## config.mk

```make
export PLATFORM = sky130hd
export DESIGN_NAME = adder_tree_acc_ctrl
export DESIGN_NICKNAME = d
export VERILOG_FILES = /design/src/rtl/adder_tree_acc_ctrl_pkg.sv /design/src/rtl/adder_tree.sv /design/src/rtl/adder_tree_acc_ctrl.sv
export SDC_FILE = /design/constraint.sdc
export NUM_CORES = 1
export LEC_CHECK = 0
export CELL_PAD_IN_SITES_DETAIL_PLACEMENT = 1
export CELL_PAD_IN_SITES_GLOBAL_PLACEMENT = 2
export CORE_ASPECT_RATIO = 0.6
export CORE_UTILIZATION = 37
export CTS_CLUSTER_DIAMETER = 80
export DETAILED_ROUTE_END_ITERATION = 8
export DONT_BUFFER_PORTS = 1
export HOLD_SLACK_MARGIN = 0.06
export PLACE_DENSITY = 0.9
export SLEW_MARGIN = 20
export SYNTH_ARGS = -nofsm -noshare
export SYNTH_HDL_FRONTEND = slang
export SYNTH_SLANG_ARGS = --single-unit
export TNS_END_PERCENT = 50
```

## constraint.sdc

```tcl
create_clock -name clk -period 5.2 [get_ports clk]
set_input_delay 1.3 -clock clk [delete_from_list [all_inputs] [get_ports clk]]
set_output_delay 1.3 -clock clk [all_outputs]
set_load 0.01 [all_outputs]
```

## src/rtl/adder_tree_acc_ctrl_pkg.sv

```systemverilog
// Shared types for the NN datapath sequencing controllers.
package nn_ctrl_pkg;

    typedef enum logic [1:0] {
        IDLE = 2'd0,
        ACC  = 2'd1,
        OUT  = 2'd2
    } acc_state_e;

endpackage

```

## src/rtl/adder_tree.sv

```systemverilog
// Combinational binary reduction of NUM zero-extended lanes into one OUT_WIDTH sum.
module adder_tree #(
    parameter int IN_WIDTH  = 8,
    parameter int NUM       = 4,
    parameter int OUT_WIDTH = 32
) (
    input  logic [NUM*IN_WIDTH-1:0] in_data,
    output logic [OUT_WIDTH-1:0]    tree_sum
);

    localparam int LEVELS = $clog2(NUM);
    localparam int NP     = 1 << LEVELS;

    // Level 0 holds the lanes padded to a power of two; each level halves the node count.
    for (genvar gi = 0; gi <= LEVELS; gi++) begin : g_lvl
        localparam int N = NP >> gi;
        logic [OUT_WIDTH-1:0] sum [N];

        for (genvar gj = 0; gj < N; gj++) begin : g_node
            if (gi == 0) begin : g_leaf
                if (gj < NUM) begin : g_lane
                    assign sum[gj] = OUT_WIDTH'(in_data[gj*IN_WIDTH +: IN_WIDTH]);
                end else begin : g_pad
                    assign sum[gj] = '0;
                end
            end else begin : g_add
                assign sum[gj] = g_lvl[gi-1].sum[2*gj] + g_lvl[gi-1].sum[2*gj+1];
            end
        end
    end

    assign tree_sum = g_lvl[LEVELS].sum[0];

endmodule

```

## src/rtl/adder_tree_acc_ctrl.sv

```systemverilog
// Accepts cfg_len beats, reduces each through adder_tree, accumulates, and presents one result.
module adder_tree_acc_ctrl
    import nn_ctrl_pkg::*;
#(
    parameter int IN_WIDTH  = 8,
    parameter int NUM       = 4,
    parameter int OUT_WIDTH = 32,
    parameter int MAX_LEN   = 256,
    localparam int LEN_W    = $clog2(MAX_LEN + 1)
) (
    input  logic                    clk,
    input  logic                    rst_n,
    input  logic                    start,
    input  logic [LEN_W-1:0]        cfg_len,
    output logic                    busy,
    output logic                    err,
    input  logic                    in_valid,
    output logic                    in_ready,
    input  logic [NUM*IN_WIDTH-1:0] in_data,
    output logic                    out_valid,
    input  logic                    out_ready,
    output logic [OUT_WIDTH-1:0]    out_data
);

    acc_state_e           state_q;
    logic [LEN_W-1:0]     cnt_q;
    logic [OUT_WIDTH-1:0] acc_q;
    logic [OUT_WIDTH-1:0] acc_d;
    logic [OUT_WIDTH-1:0] tree_sum;
    logic                 busy_q;
    logic                 in_ready_q;
    logic                 out_valid_q;
    logic                 err_q;
    logic                 len_ok;
    logic                 beat;

    adder_tree #(
        .IN_WIDTH (IN_WIDTH),
        .NUM      (NUM),
        .OUT_WIDTH(OUT_WIDTH)
    ) u_tree (
        .in_data (in_data),
        .tree_sum(tree_sum)
    );

    assign len_ok = (cfg_len != '0) && (cfg_len <= LEN_W'(MAX_LEN));
    assign beat   = in_valid && in_ready_q;
    assign acc_d  = acc_q + tree_sum;

    // Handshake outputs are kept as flops so they never depend on the peer's valid/ready.
    always_ff @(posedge clk) begin
        if (!rst_n) begin
            state_q     <= IDLE;
            cnt_q       <= '0;
            acc_q       <= '0;
            busy_q      <= 1'b0;
            in_ready_q  <= 1'b0;
            out_valid_q <= 1'b0;
            err_q       <= 1'b0;
        end else begin
            err_q <= 1'b0;
            case (state_q)
                IDLE: begin
                    if (start) begin
                        if (len_ok) begin
                            cnt_q      <= cfg_len;
                            acc_q      <= '0;
                            state_q    <= ACC;
                            busy_q     <= 1'b1;
                            in_ready_q <= 1'b1;
                        end else begin
                            err_q <= 1'b1;
                        end
                    end
                end
                ACC: begin
                    if (beat) begin
                        acc_q <= acc_d;
                        cnt_q <= cnt_q - 1'b1;
                        if (cnt_q == LEN_W'(1)) begin
                            state_q     <= OUT;
                            in_ready_q  <= 1'b0;
                            out_valid_q <= 1'b1;
                        end
                    end
                end
                OUT: begin
                    if (out_ready) begin
                        state_q     <= IDLE;
                        busy_q      <= 1'b0;
                        out_valid_q <= 1'b0;
                    end
                end
                default: begin
                    state_q     <= IDLE;
                    busy_q      <= 1'b0;
                    in_ready_q  <= 1'b0;
                    out_valid_q <= 1'b0;
                end
            endcase
        end
    end

    assign busy      = busy_q;
    assign err       = err_q;
    assign in_ready  = in_ready_q;
    assign out_valid = out_valid_q;
    assign out_data  = acc_q;

endmodule

```

==> metrics.yaml <==
synth_fa_ha_area_frac: 0.167
die_width_um: 127
hp-class: "reg2reg"
first_pass_iters: 4
hpwl_mm: 7.38
drt_iter0_markers: 178
synth_area_leader_cell: "dfxtp_1"
postCtsHoldBufs: 0
irDropWorstVdd_mv: 0.135
ios: 82
cts_buffers: 5
layout-drive-gt1-share: 0.0422
initial_core_util: 0.395
finalCriticalPeriod_ns: 4.88
wl_per_cell_um: 17.8
synth_compound_area_frac: 0.223
fin_worst_skew_ns: 0.00443
synth_area_um2: 3470
setup_viol_count_final: 0
port_buffers: 0
grt_use_total: 0.204
ys_seq_area_frac: 0.271
synthCells: 428
netlist.area_leader.share: 0.271
core_area_um2: 8780
fp.dieH_um: 77.0
area_delta_synth_final_pct: 7.40
grt-ovfl-total: 0
ys_types: 48
multi_input_area_um2: 2310
synth-edff-count: 0
fin_crit_sh: 0.939
root_buffer: "clkbuf_16"
clk_pin_slew_worst_paths_ns: 0.06
stdcell_count: 539
synth_top_family_by_area: "compound AO/OA/AOI/OAI gates"
final_cell_area_um2: 3720
hold_viol_final: 0
viasPerCell: 5.69
placed_area_um2: 3590
numClockSinks: 47
ys_seq_elements: 47
worstPathRequired_ns: 5.34
cts_resized: 0
regArea_um2: 941
cp_data_arrival_time_ns: 5.02
crit_type: "in2reg"
synth.avg_cell_area_um2: 8.10
grt_pass1_wl_mm: 15.8
leakage_nw: 1.54
gp_congestion: 0.780
cts_tree: "built"
status: "finished, final reports clean"
grt_max_degree: 28
rows: 26
dp.cells: 531
ys_top_cells_by_count: "dfxtp_1, inv_1, nor2_1"
yosys.area_share.simple: 0.189
insertion_delay_ns: 0.29
totalWireLength_mm: 9.59
crit_path_end_kind: "flop"
antenna_found_initial: 0
synth_xor_area_frac: 0.0859
yosys-top-cells-area: "dfxtp_1, ha_1, fa_1"
drcViolationCount: 0
cts_buffer_depth: 2
p_per_area_nw_per_um2: 307
setup_ws_ns: 0.320
vias: 3069
diodes: 0
rsz0062_at_grt: "false"
pre_cts_ws_ns: -0.0131
fmax_mhz: 205
worst_pin_slew_ns: 0.889
finalPower_mw: 1.14
cap_violations: 0
synth_ff_type: "dfxtp_1"
yosysMostFrequentCell: "dfxtp_1"
synth_mux_area_frac: 0
slew_viol_final: 0
crit_path_max_fanout: 11
slew_headroom: 0.407
fillers: 1088
cp-start-kind: "input port"
synth_async_sr_flop_share: 0
yosysWarnings: 0
antenna_left: 0
syn_nets: 513
design.die.area_um2: 9780
fin_nets: 511
first_global_vias: 3087
htreeDepth: 2
post_cts_buffers: 0
where the power goes:
group / switching, mW / internal [mW]
Sequential: 0.0159 / 0.371
Combinational: 0.251 / 0.185
Clock: 0.142 / 0.178
Total: 0.409 / 0.735
per-layer routing:
layer | vias up | share of wire | track usage
li1 | 1505 | - | -
met1 | 1493 | 0.51 | 0.288
met2 | 64 | 0.43 | 0.314
met3 | 7 | 0.053 | 0.0488
met4 | 0 | 0.0067 | 0.0405
met5 | - | 0 | 0
registers in the layout, summed over array words and instances, names as in the netlist:
| name | cells |
|---|---|
| state_q | 2 |
| busy | 1 |
| out_valid | 1 |
| err | 1 |
| in_ready | 1 |
| cnt_q | 9 |
| out_data | 32 |
critical path, stage by stage:
cell and delay [ns]:
ha_1 0.23, fa_1 0.41, a21o_1 0.18, a21oi_1 0.24
o21bai_1 0.11, a21oi_1 0.22, nor2_1 0.08, a211oi_1 0.31
fa_1 0.47, inv_1 0.07, ha_1 0.30, a21o_1 0.19
a21o_1 0.26, o21ai_2 0.39, or3_1 0.18, a21oi_1 0.07
cell families after synthesis:
logic type / Yosys count
XOR/XNOR: 34
AO/OA/AOI/OAI: 117
adder cells (fa/ha/maj): 39
AND/OR/NAND/NOR: 135
buffers and inverters: 56
flip-flops: 47
final timing paths:
kind | start | endpoint | slack, ns | cells past startpoint
hold / removal | cnt_q[1] | cnt_q[1] | 0.52 | 2
setup reg to reg | out_data[1] | out_data[17] | 1.80 | 12
hold reg to reg | cnt_q[1] | cnt_q[1] | 0.52 | 2
setup / recovery | in_data[0] | out_data[30] | 0.32 | 16
layout by cell type, fill, tap and decap left out, drive strengths merged, types with 3 or more instances in the layout:
master    n
or3       8
o2111ai   7
and2      6
o211ai   12
o41ai     3
o21ai    26
nand3    15
clkbuf    7
nor4      3
ha       27
a21oi    29
nor2b     7
or4       4
and3      3
a21o     12
o31ai     3
nor2     37
fa       12
nor3     12
a31oi     4
inv      41
nand2    31
nand4     3
a21boi    7
dfxtp    47
xor2     25
buf       6
xnor2     9
final cells by class:
type	instances	share of cell area
clock buffers	7	0.0356
clock inverters	1	0.00134
inverters	41	0.0413
multi-input cells	325	0.619
flip-flops and latches	47	0.253
well taps	112	0.0376
repair buffers	6	0.0121
per-stage QoR:
step	hold slack, ns	setup TNS, ns	util
final	0.520	0	0.424
after global routing	0.577	0	0.424
after CTS	0.524	0	0.424
after detailed placement	0.515	-0.0136	0.408
after global placement	0.470	0	0.408
after floorplan	0.454	0	-
(Power assumes the default switching activity.)
